===== src/rtl/iter_shifter.sv =====
// Multi-cycle variable shifter (SLL/SRL/SRA/ROL) that advances up to STEP bit
// positions per clock behind a start/busy/done handshake.
module iter_shifter #(
    parameter int WIDTH   = 32,
    parameter int SHAMT_W = 5,
    parameter int STEP    = 1
) (
    input  logic               clk,
    input  logic               rst,
    input  logic               start,
    input  logic [1:0]         mode,
    input  logic [SHAMT_W-1:0] shamt,
    input  logic [WIDTH-1:0]   indata,
    output logic               busy,
    output logic               done,
    output logic [WIDTH-1:0]   outdata
);

    // state | meaning
    // IDLE  | waiting for start; done pulse is cleared here
    // SHIFT | stepping acc toward the result, rem positions still to go
    typedef enum logic {
        IDLE  = 1'b0,
        SHIFT = 1'b1
    } state_t;

    localparam logic [1:0] MODE_SLL = 2'b00;
    localparam logic [1:0] MODE_SRL = 2'b01;
    localparam logic [1:0] MODE_SRA = 2'b10;

    // Wide enough to hold both a remaining count and the constant STEP/WIDTH.
    localparam int KW = ($clog2(WIDTH + 1) > SHAMT_W) ? $clog2(WIDTH + 1) : SHAMT_W;

    state_t             r_state;
    logic [WIDTH-1:0]   r_acc;
    logic [SHAMT_W-1:0] r_rem;
    logic [1:0]         r_mode;

    logic [KW-1:0]      w_rem_ext;
    logic [KW-1:0]      w_k;
    logic [WIDTH-1:0]   w_acc_next;

    assign w_rem_ext = KW'(r_rem);
    assign w_k       = (w_rem_ext < KW'(STEP)) ? w_rem_ext : KW'(STEP);

    always_comb begin
        w_acc_next = r_acc;
        case (r_mode)
            MODE_SLL: w_acc_next = r_acc << w_k;
            MODE_SRL: w_acc_next = r_acc >> w_k;
            MODE_SRA: w_acc_next = $signed(r_acc) >>> w_k;
            default:  w_acc_next = (r_acc << w_k) | (r_acc >> (KW'(WIDTH) - w_k));
        endcase
    end

    always_ff @(posedge clk) begin
        if (rst) begin
            r_state <= IDLE;
            r_acc   <= '0;
            r_rem   <= '0;
            r_mode  <= '0;
            busy    <= 1'b0;
            done    <= 1'b0;
            outdata <= '0;
        end else begin
            case (r_state)
                IDLE: begin
                    done <= 1'b0;
                    if (start) begin
                        r_acc   <= indata;
                        r_rem   <= shamt;
                        r_mode  <= mode;
                        busy    <= 1'b1;
                        r_state <= SHIFT;
                    end
                end
                SHIFT: begin
                    if (r_rem == '0) begin
                        outdata <= r_acc;
                        done    <= 1'b1;
                        busy    <= 1'b0;
                        r_state <= IDLE;
                    end else begin
                        r_acc <= w_acc_next;
                        r_rem <= r_rem - SHAMT_W'(w_k);
                    end
                end
                default: r_state <= IDLE;
            endcase
        end
    end

endmodule


===== config.mk =====
export PLATFORM = sky130hd
export DESIGN_NAME = iter_shifter
export DESIGN_NICKNAME = d
export VERILOG_FILES = /design/src/rtl/iter_shifter.sv
export SDC_FILE = /design/constraint.sdc
export NUM_CORES = 1
export LEC_CHECK = 0
export CORE_MARGIN = 2
export CORE_UTILIZATION = 30
export CTS_BUF_LIST = sky130_fd_sc_hd__clkbuf_8
export DETAILED_ROUTE_END_ITERATION = 8
export GPL_TIMING_DRIVEN = 0
export SLEW_MARGIN = 10
export SYNTH_ARGS = -nofsm -noshare
export SYNTH_HDL_FRONTEND = slang
export SYNTH_SLANG_ARGS = --single-unit

===== constraint.sdc =====
create_clock -name clk -period 3.05 [get_ports clk]
set_input_delay 0.61 -clock clk [delete_from_list [all_inputs] [get_ports clk]]
set_output_delay 0.61 -clock clk [all_outputs]
set_load 0.03 [all_outputs]

## Word level (Yosys, flattened, before mapping)

Index checks and enable logic that the tools add are counted.
W data, S select, Z words.

| cells by class | value |
|---|---|
| $add $sub $neg | 2 |
| $lt $le $gt $ge | 1 |
| eq/ne operators | 5 |
| shift-type cells | 4 |
| multiplexer cells | 16 |
| bitwise logic cells | 2 |
| reductions and logical operators | 6 |

Operator list:

| operator | count |
|---|---|
| $pmux W32 S3 | 1 |
| $mux W32 | 2 |
| $pmux W32 S2 | 1 |
| $or A32 B32 Y32 | 1 |
| $shl A32 B5 Y32 | 1 |
| $shr A32 B5 Y32 | 1 |
| $shr A32 B6 Y32 | 1 |
| $sshr A32 B5 Y32 | 1 |
| $mux W5 | 3 |
| $pmux W5 S2 | 1 |
| $reduce_and A2 Y1 | 4 |
| $pmux W1 S2 | 3 |
| $sub A6 B5 Y6 const A | 1 |
| $logic_not A5 Y1 | 1 |
| $lt A5 B1 Y1 const B | 1 |
| $mux W1 | 5 |
| $sub A5 B5 Y5 | 1 |
| $ne A2 B2 Y1 const B | 2 |
| $eq A2 B1 Y1 const B | 1 |
| $eq A2 B2 Y1 const B | 1 |
| $logic_not A2 Y1 | 1 |
| $ne A2 B1 Y1 const B | 1 |
| $not A1 Y1 | 1 |

| word-level totals | value |
|---|---|
| bits in registers | 74 |
| input port bits | 42 |

## Logic depth before layout (Yosys ltp)

Gate-level depths: netlist of run 1.

| logic depth | value |
|---|---|
| depth after elaboration | 8 |
| depth in mapped cells | 10 |
| gate-level depth less buffers | 8 |

## Worst setup path before layout of run 1

No wires, ideal clock.

| timing | value |
|---|---|
| kind | flip-flop to flip-flop |
| start | reg r_rem[1] |
| end | reg r_acc[11] |
| setup time | 0.112 ns |
| arrival | 2.045 ns |
| required time | 2.938 ns |
| path slack | 0.893 ns |
| cell stages (with the launch flop) | 9 |
| path buffers | 1 |
| period minus slack after synthesis | 2.157 ns |
| cells stage by stage | dfxtp_1 nor3_2 nand2_2 inv_1 ha_1 buf_2 nand3_1 o2111a_1 a2111oi_1 |

| on the way | value |
|---|---|
| cells in the longest elaborated chain, start to end | 8 |
| elaborated cells between the ends (all ways) | 14 |
| classes of those cells | add/sub: 1; order compare: 1; eq/ne: 1; shift: 4; mux: 4; bitwise: 1; reduce/logical: 2 |

RTL lines:

| element | line | source |
|---|---|---|
| from (decl) | 36 | `logic [SHAMT_W-1:0] r_rem;` |
| from (signal assigned) | 71 | `r_rem <= shamt;` |
| from (signal assigned) | 85 | `r_rem <= r_rem - SHAMT_W'(w_k);` |
| $lt A5 B1 Y1 | 44 | `assign w_k = (w_rem_ext < KW'(STEP)) ? w_rem_ext : KW'(STEP);` |
| $mux W5 | 44 |  |
| $sub A6 B5 Y6 | 52 | `default: w_acc_next = (r_acc << w_k) \| (r_acc >> (KW'(WIDTH) - w_k));` |
| $shr A32 B6 Y32 | 52 |  |
| $or A32 B32 Y32 | 52 |  |
| $pmux W32 S3 | 48 | `case (r_mode)` |
| $mux W32 | 78 | `if (r_rem == '0) begin` |
| $pmux W32 S2 | 66 | `case (r_state)` |
| to (signal assigned) | 70 | `r_acc <= indata;` |
| to (signal assigned) | 84 | `r_acc <= w_acc_next;` |
| to (decl) | 35 | `logic [WIDTH-1:0] r_acc;` |

Parallel ways exist; a longest one is shown, timed or not. The select of a mux whose other input is x is not followed.
A chain may end at the register's enable or synchronous reset.

## Worst setup path after layout of run 1

| timing | value |
|---|---|
| start | reg r_rem[1] |
| end | reg r_acc[6] |

Same word-level chain as after synthesis.

==> results of run 1 <==
==> flip-flops by register name, indices dropped and copies added, names as in the netlist <==
register	count
busy	1
done	1
outdata	32
r_acc	32
r_mode	2
r_rem	5
r_state	1
==> cell type report <==
type | count | area share, %
well taps | 172 | 4.316
multi-input cells | 352 | 41.86
clock inverters | 7 | 2.334
inverters | 6 | 0.4517
clock buffers | 9 | 2.484
plain buffers | 40 | 3.990
flip-flops and latches | 74 | 29.71
repair buffers | 74 | 14.86
==> cells by family after synthesis <==
| group | count (synthesis) | synth area share, % |
|---|---|---|
| AND/OR/NAND/NOR | 156 | 17.46 |
| buffers and inverters | 46 | 5.843 |
| adder cells (fa/ha/maj) | 3 | 0.9243 |
| XOR/XNOR | 2 | 0.6604 |
| AO/OA/AOI/OAI | 150 | 25.19 |
| other | 1 | 0.09895 |
| multiplexers | 40 | 10.73 |
| flip-flops | 74 | 39.09 |
==> metrics by stage <==
step | utilization [%] | worst slack (ns) | area (um^2)
3_5_place_dp | 38.07 | 0.4546 | 4746
4_1_cts | 40.00 | 0.4273 | 4986
3_3_place_gp | 38.07 | 0.4563 | 4746
5_1_grt | 40.00 | 0.004884 | 4986
2_1_floorplan | - | 0.8926 | 3790
6_report | 40.00 | 0.3641 | 4986
==> layout by cell type (no fill, tap or decap), types with 2 or more instances in the layout <==
master,n
a31oi_1,15
clkdlybuf4s50_1,74
nor3_1,2
a311oi_1,2
buf_6,3
buf_2,12
mux2_2,5
nand3_1,7
or2_2,7
ha_1,2
dfxtp_1,74
buf_4,3
o21ai_0,15
nand2b_1,2
clkbuf_8,9
mux2i_1,35
clkbuf_1,20
inv_1,5
a211oi_1,14
a21oi_1,60
a22oi_1,3
nand2_1,89
o211ai_1,4
o22ai_1,8
nor2_1,35
or3_1,2
clkinv_2,2
nor2b_1,4
o221ai_1,18
buf_1,2
bufinv_16,3
==> routing by layer <==
layer / track usage (%) / routed length, um / part of all wire (%) / vias to the layer above
met3: 3.736 / 699 / 5.9 / 17
li1: - / - / - / 1867
met1: 23.82 / 5388 / 46 / 1827
met4: 4.921 / 200 / 1.7 / 0
met2: 29.69 / 5526 / 47 / 133
met5: 0 / 0 / 0 / -
==> Yosys cell counts, types with 3 or more instances <==
master     n
a211oi_1  14
a21oi_1   60
a22oi_1    3
a31oi_1   15
buf_2     12
buf_4      3
buf_6      3
clkbuf_1  20
dfxtp_1   74
inv_1      5
mux2_2     5
mux2i_1   35
nand2_1   89
nand3_1    7
nor2_1    35
nor2b_1    4
o211ai_1   4
o21ai_0   15
o221ai_1  18
o22ai_1    8
or2_2      7
==> worst register-to-register path: cells and delay by family (launching register included) <==
family,cells,cell delay (ns)
buffers and inverters,3,0.70
adders and majority gates,1,0.16
and+or+nand+nor,4,1.14
DFF,1,0.38
AOI/OAI and AO/OA,2,0.22
==> how the worst max path moves through the flow <==
| stage | start | endpoint | cells after the start |
|---|---|---|---|
| 3_5_place_dp | r_rem[1] | r_acc[7] | 10 |
| 3_3_place_gp | r_rem[1] | r_acc[6] | 10 |
| 2_1_floorplan | r_rem[1] | r_acc[11] | 8 |
| 4_1_cts | r_rem[1] | r_acc[7] | 10 |
| 5_1_grt | r_rem[1] | r_acc[11] | 8 |
| 6_report | r_rem[1] | r_acc[6] | 10 |
==> report_power, final <==
| part | switching, uW | internal (uW) |
|---|---|---|
| combinational | 438 | 333 |
| clock | 390 | 543 |
| sequential | 132 | 1060 |
| total | 959 | 1930 |
==> impl_metrics.env, run 1 <==
export IMPL_firstDrtPassIters=5
export IMPL_rows=41
export IMPL_finalSetupTns_ns=0
export IMPL_dieWidth_um=116.4
export IMPL_ys_warnings_count=0
export IMPL_whs_ns=0.4602
export IMPL_start_kind="flip-flop"
export IMPL_crit_path_end_kind="flip-flop"
export IMPL_synth_top_area_share_pct=39.09
export IMPL_cts_tree="done"
export IMPL_layout_drive_gt1_share_pct=9.431
export IMPL_io_pins=76
export IMPL_maxSlewHeadroom_pct=59.83
export IMPL_ys_flop_type="dfxtp_1"
export IMPL_min_period_over_period_pct=88.06
export IMPL_arrival_ns=2.97
export IMPL_yosys_area_top_type="dfxtp_1"
export IMPL_min_period_ns=2.686
export IMPL_fillers=1267
export IMPL_r2r_cells=10
export IMPL_outcome="completed"
export IMPL_hpwl_um=8849
export IMPL_routed_via_count=3844
export IMPL_grt_max_degree=14
export IMPL_cts_hold_buf=0
export IMPL_crit_type="reg -> reg"
export IMPL_synth_seq_cells=74
export IMPL_max_stage_delay_ns=0.41
export IMPL_port_buffers=74
export IMPL_synth_edf_count=0
export IMPL_p_leak_uw=0.001744
export IMPL_clk_pin_slew_ns=0.09
export IMPL_worstMarginPinSlew_ns=0.6026
export IMPL_synth_distinct_cells=51
export IMPL_rrSetupSlack_ns=0.36
export IMPL_fmax_ghz=0.3723
export IMPL_min_from="outdata[9]"
export IMPL_synthArstFlopShare_pct=0
export IMPL_via_per_inst=5.237
export IMPL_cts_path_max_buffers=2
export IMPL_rsz0062_at_grt="no"
export IMPL_post_cts_repair_setup_buffers=0
export IMPL_instances_no_fill=734
export IMPL_dp_cells=718
export IMPL_crit_family="simple AND/OR/NAND/NOR gates"
export IMPL_synth_area_top_cells="dfxtp_1 (39%), mux2i_1 (9.2%), nand2_1 (8.8%)"
export IMPL_grtUsageTotal_pct=17.96
export IMPL_ir_drop_mv=0.1953
export IMPL_grt_overflow_total=0
export IMPL_synthCells=472
export IMPL_cp_max_fo=10
export IMPL_cts_sinks=74
export IMPL_hold_path_depth=2
export IMPL_die_h_um=116.4
export IMPL_power_density_mw_per_mm2=580.1
export IMPL_synthesis_nets=516
export IMPL_fin_skew_ns=0.01129
export IMPL_netlist_area_mm2=0.003790
export IMPL_regArea_mm2=0.001481
export IMPL_post_cts_resized=0
export IMPL_setup_violations=0
export IMPL_htree_levels=3
export IMPL_fp_coreArea_mm2=0.01247
export IMPL_insertion_delay_ns=0.36
export IMPL_multi_input_area_mm2=0.002087
export IMPL_crit_slowest_cell="nor3_2"
export IMPL_area_growth_pct=31.56
export IMPL_place_congestion=0.8612
export IMPL_start_util_pct=30.40
export IMPL_fin_nets=601
export IMPL_finalHoldViolCount=0
export IMPL_ys_seq_area_share_pct=39.09
export IMPL_diodes=0
export IMPL_regToRegEndpoint="r_acc[6]"
export IMPL_first_global_vias=3672
export IMPL_power_uw=2892
export IMPL_wire_per_inst_um=16.10
export IMPL_avgSynthCellArea_um2=8.029
export IMPL_maxSlewViolCount=0
export IMPL_antenna_found_initial=0
export IMPL_grt_pass1_wl_um=19030
export IMPL_reg2reg_from="r_rem[1]"
export IMPL_drt_iter0_drc=339
export IMPL_holdPathEnd="outdata[9]"
export IMPL_min_path_type="reg -> reg"
export IMPL_path_cells="nor3_2, nand2_2, inv_1, ha_1, buf_2, nand3_1, clkbuf_1, nor2_1, a21oi_1, a31oi_1"
export IMPL_drv_cap=0
export IMPL_cts_made_buffers=9
export IMPL_route_detailed_drc=0
export IMPL_die_area_mm2=0.01355
export IMPL_totalWireLength_um=11820
export IMPL_worst_ep_required_time_ns=3.34
export IMPL_final_antenna_net_count=0
export IMPL_worstPathBufferInverterCount=3
export IMPL_cts_root_buf="clkbuf_8"
(Power assumes the default switching activity.)
==> run 2, diff against run 1 <==
--- a/config.mk
+++ b/config.mk
@@ -5,11 +5,15 @@
 export SDC_FILE = /design/constraint.sdc
 export NUM_CORES = 1
 export LEC_CHECK = 0
+export ABC_AREA = 1
+export CELL_PAD_IN_SITES_DETAIL_PLACEMENT = 1
+export CELL_PAD_IN_SITES_GLOBAL_PLACEMENT = 1
 export CORE_MARGIN = 2
 export CORE_UTILIZATION = 30
 export CTS_BUF_LIST = sky130_fd_sc_hd__clkbuf_8
 export DETAILED_ROUTE_END_ITERATION = 8
 export GPL_TIMING_DRIVEN = 0
+export PLACE_DENSITY_LB_ADDON = 0.1
 export SLEW_MARGIN = 10
 export SYNTH_ARGS = -nofsm -noshare
 export SYNTH_HDL_FRONTEND = slang
==> run 2 against run 1 <==
Synthesized cell count increased by 43%. First-iteration DRC count increased by 38%. Clock power decreased by 19%. Die area increased by 14%. Critical endpoint is now r_acc[9]. Largest cell class unchanged. Highest routed layer unchanged.
==> impl_metrics.env, run 2 <==
export IMPL_outcome="completed"
export IMPL_worstMarginPinSlew_ns=0.8705
export IMPL_fin_ws_ns=0.2812
export IMPL_fillers=1831
export IMPL_min_period_ns=2.769
export IMPL_grt_pass1_wl_um=30540
export IMPL_crit_type="reg -> reg"
export IMPL_die_area_mm2=0.01547
export IMPL_port_buffers=74
export IMPL_via_per_inst=5.324
export IMPL_multi_input_area_mm2=0.002434
export IMPL_maxSlewViolCount=0
export IMPL_ys_seq_area_share_pct=34.07
export IMPL_htree_levels=3
export IMPL_fmax_ghz=0.3612
export IMPL_clk_pin_slew_ns=0.08
export IMPL_fp_coreArea_mm2=0.01404
export IMPL_io_pins=76
export IMPL_cts_sinks=74
export IMPL_grtUsageTotal_pct=25.53
export IMPL_synth_top_area_share_pct=34.07
export IMPL_cts_made_buffers=9
export IMPL_reg2reg_from="r_rem[4]"
export IMPL_ys_flop_type="dfxtp_1"
export IMPL_rrSetupSlack_ns=0.28
export IMPL_cts_root_buf="clkbuf_8"
export IMPL_min_period_over_period_pct=90.78
export IMPL_crit_end="r_acc[9]"
export IMPL_ir_drop_mv=0.2309
export IMPL_route_detailed_drc=0
export IMPL_cp_max_fo=10
export IMPL_first_global_vias=5243
export IMPL_antenna_found_initial=0
export IMPL_avgSynthCellArea_um2=6.451
export IMPL_grt_overflow_total=0
export IMPL_worst_ep_required_time_ns=3.32
export IMPL_maxSlewHeadroom_pct=41.97
export IMPL_drv_cap=0
export IMPL_start_kind="flip-flop"
export IMPL_finalSetupTns_ns=0
export IMPL_yosysMostFrequentCell="nand2_1"
export IMPL_final_common_cell="nand2_1"
export IMPL_fin_nets=803
export IMPL_min_path_type="reg -> reg"
export IMPL_r2r_cells=12
export IMPL_place_ws_ns=0.3176
export IMPL_grt_max_degree=12
export IMPL_diodes=0
export IMPL_cts_tree="done"
export IMPL_layout_drive_gt1_share_pct=8.530
export IMPL_final_cell_mix="nand2_1 (179), nand3_1 (87), dfxtp_1 (74), clkdlybuf4s50_1 (74), inv_1 (52)"
export IMPL_synthArstFlopShare_pct=0
export IMPL_area_growth_pct=26.22
export IMPL_final_antenna_net_count=0
export IMPL_rows=43
export IMPL_firstDrtPassIters=5
export IMPL_synth_edf_count=0
export IMPL_reg_largest_list="outdata (32), r_acc (32), r_rem (5)"
export IMPL_regArea_mm2=0.001481
export IMPL_insertion_delay_ns=0.38
export IMPL_die_h_um=124.4
export IMPL_synth_common_cells="nand2_1 (179), nand3_1 (87), dfxtp_1 (74)"
export IMPL_synthesis_nets=718
export IMPL_crit_path_end_kind="flip-flop"
export IMPL_synth_area_top_cells="dfxtp_1 (34%), nand2_1 (15%), nand3_1 (10%)"
export IMPL_post_cts_resized=0
export IMPL_place_congestion=0.9315
export IMPL_fin_skew_ns=0.01557
export IMPL_wire_per_inst_um=20.74
export IMPL_finalHoldViolCount=0
export IMPL_hpwl_um=14510
export IMPL_ys_warnings_count=0
export IMPL_power_density_mw_per_mm2=656.9
export IMPL_totalWireLength_um=19540
export IMPL_post_cts_repair_setup_buffers=0
export IMPL_routed_via_count=5015
export IMPL_regToRegEndpoint="r_acc[9]"
export IMPL_setup_violations=0
export IMPL_rsz0062_at_grt="no"
export IMPL_worstSetupStartpoint="r_rem[4]"
export IMPL_dieWidth_um=124.4
export IMPL_start_util_pct=30.96
export IMPL_netlist_area_mm2=0.004348
export IMPL_drt_iter0_drc=467
export IMPL_synth_distinct_cells=35
export IMPL_synthCells=674
export IMPL_cts_path_max_buffers=2
export IMPL_cts_hold_buf=0
export IMPL_arrival_ns=3.03
export IMPL_p_leak_uw=0.002387
export IMPL_yosys_area_top_type="dfxtp_1"
export IMPL_synth_seq_cells=74
## run 2: layout make-up
class / count / share of cell area, %
Multi-Input combinational cell: 502 / 44.35
Sequential cell: 74 / 26.99
Timing Repair Buffer: 74 / 13.50
Tap cell: 180 / 4.104
Buffer: 42 / 4.058
Inverter: 56 / 3.830
Clock buffer: 9 / 2.257
Clock inverter: 5 / 0.9120
## run 2: cells by family (layout without fill, tap and decap cells)
kind of cell / Yosys count / after routing / share of synthesized area (%)
simple gates: 353 / 353 / 36.49
compound gates: 146 / 146 / 18.82
buf+inv: 98 / 186 / 9.957
flops: 74 / 74 / 34.07
fa+ha+maj: 2 / 2 / 0.5754
other cells: 1 / 1 / 0.08625
## run 2: how the worst min path moves through the flow
| stage | endpoint | depth (start not counted) | start | slack (ns) |
|---|---|---|---|---|
| after floorplan | r_acc[16] | 2 | r_acc[16] | 0.43 |
| after global placement | r_acc[16] | 2 | r_acc[16] | 0.44 |
| after detailed placement | r_acc[16] | 2 | r_acc[16] | 0.45 |
| after CTS | r_acc[16] | 2 | r_acc[16] | 0.47 |
| after global routing | r_acc[16] | 2 | r_acc[16] | 0.49 |
| final | r_acc[16] | 2 | r_acc[16] | 0.46 |
## run 2: report_power, final
part / leakage, uW / switching, uW / internal [uW] / total (uW)
Sequential: 0.000608 / 89.5 / 1090 / 1180
Clock: 0.0000936 / 395 / 362 / 757
Combinational: 0.00169 / 1140 / 531 / 1670
## run 2: worst max-delay path: stages, from the launching register on
cell and delay (ns):
dfxtp_1 0.34, nor2_4 0.33, nand2_4 0.12, nor2_8 0.23, buf_4 0.28, ha_1 0.30
clkinv_1 0.19, clkbuf_1 0.41, nand2_1 0.11, nand3_1 0.12, nand3_1 0.08, nand3_1 0.10
nand2_1 0.05
## run 2: through the flow
step,std cells,total power (uW),hold WS (ns),utilization [%],area (um^2)
after global placement,928,2802,0.4366,37.84,5314
final,942,3605,0.4595,39.08,5488
after global routing,942,3831,0.4906,39.08,5488
after detailed placement,928,2844,0.4504,37.84,5314
after floorplan,674,2248,0.4258,-,4348
after CTS,942,3601,0.4654,39.08,5488
## run 2: routing by layer
layer,vias to the layer above,share of wire (%),GRT usage (%)
met1,2442,46,33.07
li1,2405,-,-
met5,-,0,0
met2,141,47,42.91
met4,0,2.0,6.940
met3,27,5.0,5.455
